File: src/rtl/dmem_port_arbiter_if.sv
// dmem_port_arbiter_if: request/response bundle for one data-memory requester port
interface dmem_port_arbiter_if #(
   parameter int ADDR_W = 32,
   parameter int DATA_W = 32
);
   logic              req;
   logic              we;
   logic [ADDR_W-1:0] addr;
   logic [DATA_W-1:0] wdata;
   logic              ready;
   logic              rsp_valid;
   logic [DATA_W-1:0] rdata;
   logic              err;
   modport master (output req, we, addr, wdata, input ready, rsp_valid, rdata, err);
   modport slave  (input req, we, addr, wdata, output ready, rsp_valid, rdata, err);
endinterface

File: src/rtl/dmem_port_arbiter.sv
// dmem_port_arbiter: two-port arbiter/sequencer for the data memory; DMEM_ARB_RR_EN selects round-robin instead of fixed port0 priority
module dmem_port_arbiter #(
   parameter int ADDR_W    = 32,
   parameter int DATA_W    = 32,
   parameter int MEM_BYTES = 2048
) (
   input  logic                clk,
   input  logic                rst,
   dmem_port_arbiter_if.slave  p0,
   dmem_port_arbiter_if.slave  p1,
   output logic                MemWrite,
   output logic                MemRead,
   output logic [ADDR_W-1:0]   dmem_address,
   output logic [DATA_W-1:0]   write_data_mem,
   input  logic [DATA_W-1:0]   read_data,
   output logic                busy
);
   localparam logic [ADDR_W-1:0] last_word = ADDR_W'(MEM_BYTES - 4);
   typedef enum logic [1:0] {IDLE, ISSUE, RESP} state_t;
   state_t            state;
   logic              we_q, err_q, port_q, mw_q, mr_q, rsp0, rsp1, err0, err1;
   logic              sel, acc, sel_we, sel_err;
   logic [ADDR_W-1:0] sel_addr;
`ifdef DMEM_ARB_RR_EN
   logic              rr_p1;
   assign sel = p1.req & (~p0.req | rr_p1);
`else
   assign sel = p1.req & ~p0.req;
`endif
   assign acc      = (state == IDLE) & (p0.req | p1.req) & ~rst;
   assign sel_we   = sel ? p1.we : p0.we;
   assign sel_addr = sel ? p1.addr : p0.addr;
   assign sel_err  = sel_addr > last_word;
   assign p0.ready = acc & ~sel;
   assign p1.ready = acc & sel;
   // a reset landing in ISSUE must keep the pending strobe away from the memory
   assign MemWrite = mw_q & ~rst;
   assign MemRead  = mr_q & ~rst;
   assign busy     = state != IDLE;
   assign p0.rsp_valid = rsp0;
   assign p1.rsp_valid = rsp1;
   assign p0.err   = err0;
   assign p1.err   = err1;
   assign p0.rdata = (rsp0 & ~we_q & ~err_q) ? read_data : '0;
   assign p1.rdata = (rsp1 & ~we_q & ~err_q) ? read_data : '0;
   always_ff @(posedge clk) begin
      if (rst) begin
         state <= IDLE;
         {we_q, err_q, port_q, mw_q, mr_q, rsp0, rsp1, err0, err1} <= '0;
         dmem_address   <= '0;
         write_data_mem <= '0;
`ifdef DMEM_ARB_RR_EN
         rr_p1 <= 1'b0;
`endif
      end else begin
         unique case (state)
            IDLE: if (acc) begin
               state          <= ISSUE;
               we_q           <= sel_we;
               err_q          <= sel_err;
               port_q         <= sel;
               mw_q           <= sel_we & ~sel_err;
               mr_q           <= ~sel_we & ~sel_err;
               dmem_address   <= sel_addr;
               write_data_mem <= sel ? p1.wdata : p0.wdata;
`ifdef DMEM_ARB_RR_EN
               rr_p1          <= ~sel;
`endif
            end
            ISSUE: begin
               state <= RESP;
               mw_q  <= 1'b0;
               mr_q  <= 1'b0;
               rsp0  <= ~port_q;
               rsp1  <= port_q;
               err0  <= ~port_q & err_q;
               err1  <= port_q & err_q;
            end
            default: begin
               state <= IDLE;
               {rsp0, rsp1, err0, err1} <= '0;
            end
         endcase
      end
   end
endmodule

File: src/flat_wrapper.sv
// flat-port wrapper written by rule: the top's interface ports become plain ports
module dmem_port_arbiter_flat 
#(
   parameter int ADDR_W    = 32,
   parameter int DATA_W    = 32,
   parameter int MEM_BYTES = 2048
)
  (clk, rst, MemWrite, MemRead, dmem_address, write_data_mem, read_data, busy, p0_req, p0_we, p0_addr, p0_wdata, p0_ready, p0_rsp_valid, p0_rdata, p0_err, p1_req, p1_we, p1_addr, p1_wdata, p1_ready, p1_rsp_valid, p1_rdata, p1_err);
  dmem_port_arbiter_if #(.ADDR_W(ADDR_W), .DATA_W(DATA_W)) p0_i ();
  dmem_port_arbiter_if #(.ADDR_W(ADDR_W), .DATA_W(DATA_W)) p1_i ();
  input  logic clk;
  input  logic rst;
  output logic MemWrite;
  output logic MemRead;
  output logic [ADDR_W-1:0] dmem_address;
  output logic [DATA_W-1:0] write_data_mem;
  input  logic [DATA_W-1:0] read_data;
  output logic busy;
  input wire logic [$bits(p0_i.req)-1:0] p0_req;
  input wire logic [$bits(p0_i.we)-1:0] p0_we;
  input wire logic [$bits(p0_i.addr)-1:0] p0_addr;
  input wire logic [$bits(p0_i.wdata)-1:0] p0_wdata;
  output wire logic [$bits(p0_i.ready)-1:0] p0_ready;
  output wire logic [$bits(p0_i.rsp_valid)-1:0] p0_rsp_valid;
  output wire logic [$bits(p0_i.rdata)-1:0] p0_rdata;
  output wire logic [$bits(p0_i.err)-1:0] p0_err;
  input wire logic [$bits(p1_i.req)-1:0] p1_req;
  input wire logic [$bits(p1_i.we)-1:0] p1_we;
  input wire logic [$bits(p1_i.addr)-1:0] p1_addr;
  input wire logic [$bits(p1_i.wdata)-1:0] p1_wdata;
  output wire logic [$bits(p1_i.ready)-1:0] p1_ready;
  output wire logic [$bits(p1_i.rsp_valid)-1:0] p1_rsp_valid;
  output wire logic [$bits(p1_i.rdata)-1:0] p1_rdata;
  output wire logic [$bits(p1_i.err)-1:0] p1_err;
  assign p0_i.req = p0_req;
  assign p0_i.we = p0_we;
  assign p0_i.addr = p0_addr;
  assign p0_i.wdata = p0_wdata;
  assign p0_ready = p0_i.ready;
  assign p0_rsp_valid = p0_i.rsp_valid;
  assign p0_rdata = p0_i.rdata;
  assign p0_err = p0_i.err;
  assign p1_i.req = p1_req;
  assign p1_i.we = p1_we;
  assign p1_i.addr = p1_addr;
  assign p1_i.wdata = p1_wdata;
  assign p1_ready = p1_i.ready;
  assign p1_rsp_valid = p1_i.rsp_valid;
  assign p1_rdata = p1_i.rdata;
  assign p1_err = p1_i.err;
  dmem_port_arbiter #(.ADDR_W(ADDR_W), .DATA_W(DATA_W), .MEM_BYTES(MEM_BYTES)) u_core (.clk(clk), .rst(rst), .p0(p0_i), .p1(p1_i), .MemWrite(MemWrite), .MemRead(MemRead), .dmem_address(dmem_address), .write_data_mem(write_data_mem), .read_data(read_data), .busy(busy));
endmodule
File: config.mk
export PLATFORM = sky130hd
export DESIGN_NAME = dmem_port_arbiter_flat
export DESIGN_NICKNAME = d
export VERILOG_FILES = /design/src/rtl/dmem_port_arbiter_if.sv /design/src/rtl/dmem_port_arbiter.sv /design/src/flat_wrapper.sv
export SDC_FILE = /design/constraint.sdc
export NUM_CORES = 1
export LEC_CHECK = 0
export BUFFER_PORTS_ARGS = -buffer_cell sky130_fd_sc_hd__buf_2
export CAP_MARGIN = 25
export CORE_ASPECT_RATIO = 0.7
export CORE_MARGIN = 8
export CORE_UTILIZATION = 40
export CTS_CLUSTER_SIZE = 25
export DETAILED_ROUTE_END_ITERATION = 7
export PLACE_DENSITY_LB_ADDON = 0.15
export SLEW_MARGIN = 10
export SYNTH_ARGS = -nofsm -noshare
export SYNTH_HDL_FRONTEND = slang
export SYNTH_SLANG_ARGS = --single-unit
File: constraint.sdc
create_clock -name clk -period 1.8 [get_ports clk]
set_input_delay 0 -clock clk [delete_from_list [all_inputs] [get_ports clk]]
set_output_delay 0 -clock clk [all_outputs]
set_load 0.1 [all_outputs]
Word level (Yosys, flattened, before mapping). Cells that the tools add are included.

Register bits after elaboration: 75. Output and inout bits: 137.

Magnitude comparators: 1. Equality and inequality tests: 2. Bitwise gates (word level): 24. Reductions and logical operators: 5. Mux-type cells: 15.

Operators by type and width (number): two-way mux 32 bit (4); greater-than comparator 32 x 11 -> 1 bit (second input constant) (1); bitwise AND 1 bit (15); one-hot mux 1 bit (2 select lines) (6); NOT 1 bit (8); one-hot mux 2 bit (2 select lines) (1); AND reduction 2 bit (2); nonzero test 2 bit (2); two-way mux 1 bit (3); equality test 2 x 1 -> 1 bit (second input constant) (1); logical NOT 2 bit (1); two-way mux 2 bit (1); inequality test 2 x 1 -> 1 bit (second input constant) (1); bitwise OR 1 bit (1).

Depth between registers and ports, before layout. Gate-level depths: netlist (run 1).

Depth after elaboration: 8. Depth in mapped cells: 7. Mapped depth without buffers: 5.

Worst setup path before layout (run 1). No wires, ideal clock.

Path kind: reg-to-reg. Start point: reg u_core.state[0]. End point: reg u_core.write_data_mem[12]. Setup time: 0.074 ns. Setup slack: -1.337 ns. Arrival: 3.064 ns. Clock period less this slack: 3.137 ns. Cell stages (with the launch flop): 6. Data required time: 1.726 ns. Cell sequence: dfxtp_1 or2_1 clkbuf_1 nor3_2 a222oi_1 nor2_1.

Longest elaborated chain between the ends: 4.

Ends and longest elaborated chain: start, declared (line dmem_port_arbiter.sv:20) `state_t state;`; start signal, assigned (line dmem_port_arbiter.sv:48) `state <= IDLE;`; start signal, assigned (line dmem_port_arbiter.sv:58) `state <= ISSUE;`; start signal, assigned (line dmem_port_arbiter.sv:71) `state <= RESP;`; logical NOT 2 bit (*) (line dmem_port_arbiter.sv:30, dmem_port_arbiter.sv:56); bitwise AND 1 bit (2 in series) (line dmem_port_arbiter.sv:30) `assign acc = (state == IDLE) & (p0.req | p1.req) & ~rst;`; AND reduction 2 bit (no line) (*); end signal, assigned (line dmem_port_arbiter.sv:65) `write_data_mem <= sel ? p1.wdata : p0.wdata;`; end, declared (line dmem_port_arbiter.sv:14) `output logic [DATA_W-1:0] write_data_mem,`.

Mark *: on every way between the ends. The rest lies on a longest branch, timed or not. A chain may end at the register's enable or synchronous reset.

Worst setup path after layout (run 1).
Start point: reg u_core.err_q. End point: out p0_rdata[4].

Longest elaborated chain between the ends: 3.

Ends and longest elaborated chain: start, declared (line dmem_port_arbiter.sv:21) `logic we_q, err_q, port_q, mw_q, mr_q, rsp0, rsp1, err0, err1;`; start signal, assigned (line dmem_port_arbiter.sv:60) `err_q <= sel_err;`; NOT 1 bit (line dmem_port_arbiter.sv:44) `assign p0.rdata = (rsp0 & ~we_q & ~err_q) ? read_data : '0;`; bitwise AND 1 bit (line dmem_port_arbiter.sv:44); two-way mux 32 bit (line dmem_port_arbiter.sv:44); end, declared (line flat_wrapper.sv:25) `output wire logic [$bits(p0_i.rdata)-1:0] p0_rdata;`.

Every way passes these cells.

==> out/metrics.cfg, run 1 <==
[cts]
cts_tree = built
h-tree-depth = 3
root_buffer = clkbuf_16
clk_latency_ns = 0.33
clk_pin_slew_worst_paths_ns = 0.06
ctsLongestPathBuffers = 2
cts_made_buffers = 9
cts_sinks = 75

[worst_setup_path]
regToRegStartpoint = u_core.state[1]
cp-start-kind = flop
path_class = flop to output port
cp_max_fo = 32
endpoint_kind = output port
crit_start = u_core.err_q
required_ns = 1.80
cp.arrival_ns = 1.68

[logic_synthesis]
yosysMostFrequentCell = dfxtp_1
synth_top_area_cell = dfxtp_1
syn_area_per_cell_um2 = 8.85
synth_warnings = 0
synth_area_leaders = dfxtp_1 40%, mux2i_1 16%, a211oi_1 11%
yosys-top-cells-count = 75 x dfxtp_1, 69 x nor2_1, 65 x and2_1
synth_nets = 592
syn_inst = 426
ys.flop_type = dfxtp_1
ys_seq_area_share_pct = 39.8
synth_cell_type_count = 35
synth_edf_count = 0
netlist.area_leader.share_pct = 39.8
yosys_register_bits = 75
netlist_area_um2 = 3770
async_flop_share_pct = 0

[global_route]
grt_pass1_wl_mm = 23.4
grt_use_total_pct = 22.2
antenna_found_initial = 0
gr-total-overflow = 0
grt_pass1_vias = 4454
grt_max_degree = 74

[run]
maxCapViolations = 0

[routing]
wirelength_mm = 15.5
vias = 4347
drtPass1Iterations = 5
ant_nets = 0
via_per_inst = 5.10
wire_per_inst_um = 18.2
drt-initial-drc-count = 215
route.detailed.drc = 0

[pwr]
ir_worst_vdd_mv = 0.566
p_leak_uw = 0.00324
power_density_nw_per_um2 = 1010
p_total_uw = 6210

[placed_design]
finalWeightedCongestion = 0.863
port_buffers = 302
dp.final_hpwl_mm = 12.0

[floorplanning]
start_util_pct = 41.4
fp-row-count = 29
die_w_um = 132
die_h_um = 97.2
ioPinCount = 303
dieArea_um2 = 12800
fp.coreArea_um2 = 9110

[finish]
fin_nets = 890
antenna_cells = 0
synthToLayoutAreaGrowth_pct = 62.2
drive_gt1_share_pct = 55.0
final_core_util_pct = 67.2
fillers = 751
top_regs = u_core.dmem_address (32), u_core.write_data_mem (32), u_core.state (2)

[timing]
finClkSkew_ns = 0.00420
setup_violations = 0
tightest_slew_ns = 0.521
rsz0062_at_grt = false
hold_viol_final = 0
layout_min_cycle_time_ns = 1.68
fin_hold_ws_ns = 0.0105
slew_headroom_pct = 65.5
fin_crit_sh_pct = 93.3
drv_slew = 0
timing.fmax_mhz = 596

[worst_hold_path]
min_from = p1_wdata[14]
hp-class = primary input to flop

[run_status]
status = finished, final reports clean

## power breakdown
group / leakage [uW] / internal [uW] / switching, uW
registers: 0.000621 / 1820 / 85.5
clock network: 0.000149 / 1220 / 672
logic: 0.00247 / 534 / 1880
total: 0.00324 / 3570 / 2640
## per-layer routing
layer / track usage (%) / vias to the layer above / share of wire [%]
met4: 7.92 / 0 / 2.6
met2: 38.6 / 213 / 49
met1: 23.6 / 1970 / 39
met3: 9.40 / 30 / 9.3
met5: 0 / - / 0
li1: - / 2134 / -
## logic make-up after synthesis
family | count (synthesis) | share of synthesized area, %
AOI/OAI and AO/OA | 77 | 15.4
buffers and inverters | 38 | 4.18
DFF | 75 | 39.8
muxes | 60 | 15.9
and+or+nand+nor | 176 | 24.7
## per-stage QoR
step                cell area, um^2  std cells  worst slack (ns)  TNS, ns
finish                         6120        853             0.121        0
global route                   6120        853            0.0236        0
CTS                            5950        853            0.0141        0
detailed placement             5520        825             0.161        0
global placement               5520        825             0.156        0
floorplan                      3880        426            -0.251    -1.82
## cell type report
cell class	instances	area [um^2]	share of cell area (%)
flip-flops and latches	75	1510	24.6
inverters	2	7.51	0.123
clock inverters	6	88.8	1.45
well taps	124	155	2.54
multi-input cells	313	2220	36.3
clock buffers	10	229	3.74
repair buffers	323	1910	31.3
## repair_timing
action                                  4_1_cts  5_1_grt
hold buffers                                 12        0
hold endpoints to repair                      6        0
gates resized for setup                       0       65
setup buffers                                 0        0
endpoints found under the setup margin        0       65
## cells in the final DEF (no fill, tap or decap), drive strengths merged, types with 6 or more instances in the layout
cell           n
a211oi        57
a222oi         6
and2          65
buf          246
clkbuf        75
dfxtp         75
dlygate4sd3   12
mux2i         60
nor2          70
nor3           8
nor4           7
## critical path, cell delays in order, from the launching register on
cell	delay, ns
dfxtp_1	0.36
nor3b_2	0.17
buf_4	0.29
and2_2	0.20
clkbuf_4	0.33
## path summary, 6_finish.rpt
path / cells past startpoint / slack, ns / endpoint
worst max-delay path: 4 / 0.12 / p0_rdata[4]
worst min-delay path: 3 / 0.01 / u_core.write_data_mem[14]
worst min register to register: 1 / 0.47 / u_core.dmem_address[4]
worst max register to register: 4 / 0.23 / u_core.write_data_mem[18]
Power figures use the tool's default switching activity.
==> run 2: changes to the inputs <==
--- a/config.mk
+++ b/config.mk
@@ -13,6 +13,7 @@
 export CTS_CLUSTER_SIZE = 25
 export DETAILED_ROUTE_END_ITERATION = 7
 export PLACE_DENSITY_LB_ADDON = 0.15
+export REMOVE_ABC_BUFFERS = 1
 export SLEW_MARGIN = 10
 export SYNTH_ARGS = -nofsm -noshare
 export SYNTH_HDL_FRONTEND = slang
==> constraint.sdc (replaced) <==
create_clock -name clk -period 1.8 [get_ports clk]
set_input_delay 0 -clock clk [delete_from_list [all_inputs] [get_ports clk]]
set_output_delay 0 -clock clk [all_outputs]
set_load 0.05 [all_outputs]
==> run 2 against run 1 <==
Final cell count increased by 0.59%. Clock-buffer cell count increased by 2. First-iteration DRC count shrank 13%. Setup slack improved by 0.021 ns. Critical endpoint is now p1_ready.
==> out/metrics.cfg, run 2 (synthesis results as in run 1) <==
[run_status]
status = finished, final reports clean

[cts]
cts_sinks = 75  ; unchanged
cts_resized = 0  ; unchanged
cts_tree = built
h-tree-depth = 3  ; unchanged
ctsLongestPathBuffers = 2  ; unchanged
cts_made_buffers = 9  ; unchanged
clk_pin_slew_worst_paths_ns = 0.06  ; about the same
clk_latency_ns = 0.33  ; about the same
root_buffer = clkbuf_16

[worst_setup_path]
path_cells = or2_1 > nor3_2 > buf_4 > buf_2
rr_endpoint = u_core.dmem_address[18]
r2r_slack_ns = 0.15  ; -0.08 ns
r2r_cells = 5  ; +1
cpMaxStageDelayCell = dfxtp_1
path_class = flop to output port
max_stage_delay_ns = 0.37  ; about the same
cp-start-kind = flop
cp_max_fo = 8  ; -75%
regToRegStartpoint = u_core.state[0]
endpoint_kind = output port
cp.arrival_ns = 1.66  ; -0.02 ns
required_ns = 1.80  ; about the same

[finish]
instances_no_fill = 858  ; +0.59%
fillers = 805  ; +7.2%
final_core_util_pct = 64.3  ; -2.9 points
mostFrequentLayoutCell = buf_2
drive_gt1_share_pct = 45.4  ; -9.7 points
synthToLayoutAreaGrowth_pct = 55.2
register_area_um2 = 1500  ; -0.33%
top_regs = u_core.dmem_address (32), u_core.write_data_mem (32), u_core.state (2)
multi_input_area_um2 = 2130  ; -3.9%
mostFrequentLayoutCells = 302 x buf_2, 75 x dfxtp_1, 69 x nor2_1, 65 x and2_1, 60 x mux2i_1
fin_nets = 895  ; +0.56%

[placed_design]
finalWeightedCongestion = 0.837  ; -2.9%
dpl.cell_count = 827  ; +0.24%
dp.final_hpwl_mm = 12.3  ; +2.7%
port_buffers = 302  ; unchanged

[run]
maxCapViolations = 0  ; unchanged

[worst_hold_path]
holdPathStages = 3  ; unchanged
hold_end = u_core.write_data_mem[27]
hp-class = primary input to flop
min_from = p1_wdata[27]

[timing]
rsz0062_at_grt = false
finClkSkew_ns = 0.00693  ; +0.00273 ns
hold_viol_final = 0  ; unchanged
timing.fmax_mhz = 603  ; +1.2%
fin_hold_ws_ns = 0.0138  ; +0.00332 ns
layout_min_cycle_time_ns = 1.66  ; -0.0206 ns
setup_violations = 0  ; unchanged
tightest_slew_ns = 0.503  ; -0.0181 ns
drv_slew = 0  ; unchanged
slew_headroom_pct = 66.4  ; +0.97 points
fin_setup_tns_ns = 0  ; unchanged
fin_crit_sh_pct = 92.1  ; -1.1 points

[floorplanning]
fp.coreArea_um2 = 9110  ; unchanged
start_util_pct = 41.4  ; unchanged
fp-row-count = 29  ; unchanged
dieArea_um2 = 12800  ; unchanged
die_w_um = 132  ; unchanged
ioPinCount = 303  ; unchanged
die_h_um = 97.2  ; unchanged

[pwr]
p_int_uw = 3430  ; -4.0%
clockPowerShare_pct = 32.5  ; +2.1 points
p_leak_uw = 0.00323  ; -0.27%
pwr-share-seq_pct = 36.1  ; +5.4 points
combPwrFrac_pct = 31.4  ; -7.5 points
p_total_uw = 5290  ; -15%
power_density_nw_per_um2 = 904  ; -11%
power.switching_uw = 1860  ; -29%
p_sw_share_pct = 35.2  ; -7.2 points
ir_worst_vdd_mv = 0.737  ; +30%

[routing]
wirelength_mm = 15.1  ; -2.4%
wl_met3_mm = 1.31  ; -8.9%
drtPass1Iterations = 4  ; -1
met2_wirelength_mm = 7.65  ; +0.16%
via_per_inst = 4.95  ; -2.8%
ant_nets = 0  ; unchanged
drt-initial-drc-count = 188  ; -13%
route.detailed.drc = 0  ; unchanged
vias = 4249  ; -2.3%
m1WireLength_mm = 5.75  ; -4.7%
wire_per_inst_um = 17.7  ; -3.0%
top_layer = met5

[global_route]
grt_pass1_vias = 4478  ; +0.54%
antenna_found_initial = 3  ; +3
grt_pass1_wl_mm = 23.5  ; +0.35%
grt_max_degree = 57  ; -23%
gr-total-overflow = 0  ; unchanged
grt_use_total_pct = 22.6  ; +0.42 points

-- run 2: worst max-delay path by stage --
| stage | depth (start not counted) | startpoint | endpoint | slack (ns) |
|---|---|---|---|---|
| after floorplan | 4 | u_core.state[0] | u_core.port_q | -0.85 |
| after global placement | 5 | p1_addr[18] | u_core.err_q | 0.13 |
| after detailed placement | 5 | p1_addr[18] | u_core.err_q | 0.11 |
| after CTS | 4 | u_core.state[0] | p1_ready | 0.13 |
| after global routing | 5 | u_core.state[0] | u_core.dmem_address[1] | 0.01 |
| final | 4 | u_core.state[0] | p1_ready | 0.14 |
-- run 2: power groups by stage --
stage / combinational, uW / sequential (uW) / clock [uW]
after CTS: 1670 / 1910 / 1770
final: 1660 / 1910 / 1720
after floorplan: 570 / 2450 / 0
after global routing: 1770 / 1930 / 1840
after detailed placement: 1640 / 1940 / 0
after global placement: 1620 / 1940 / 0
-- run 2: through the flow --
stage / setup WS (ns) / area (um^2)
2_1_floorplan: -0.851 / 3620
3_3_place_gp: 0.134 / 5420
3_5_place_dp: 0.114 / 5420
4_1_cts: 0.130 / 5850
5_1_grt: 0.0130 / 5850
6_report: 0.142 / 5850
-- run 2: final cells by class --
cell class	count	area share (%)
Clock inverter	2	0.641
Antenna cell	2	0.0855
Inverter	2	0.128
Sequential cell	75	25.6
Multi-Input combinational cell	313	36.4
Timing Repair Buffer	328	30.2
Clock buffer	12	4.21
Tap cell	124	2.65
-- run 2: worst max-delay path: cells and delay by family, from the launching register on --
family,cells,cell delay (ns)
AND/OR/NAND/NOR,2,0.49
buffers and inverters,2,0.47
flip-flops,1,0.37
-- run 2: what timing repair did --
action / in CTS / in global routing
buffers inserted: 0 / 0
hold endpoints to repair: 8 / 0
hold buffers: 15 / 0
-- run 2: routing by layer --
layer | GRT usage, % | vias to the layer above
li1 | - | 2141
met1 | 23.1 | 1892
met2 | 41.1 | 182
met3 | 8.57 | 32
met4 | 8.44 | 2
met5 | 0 | -
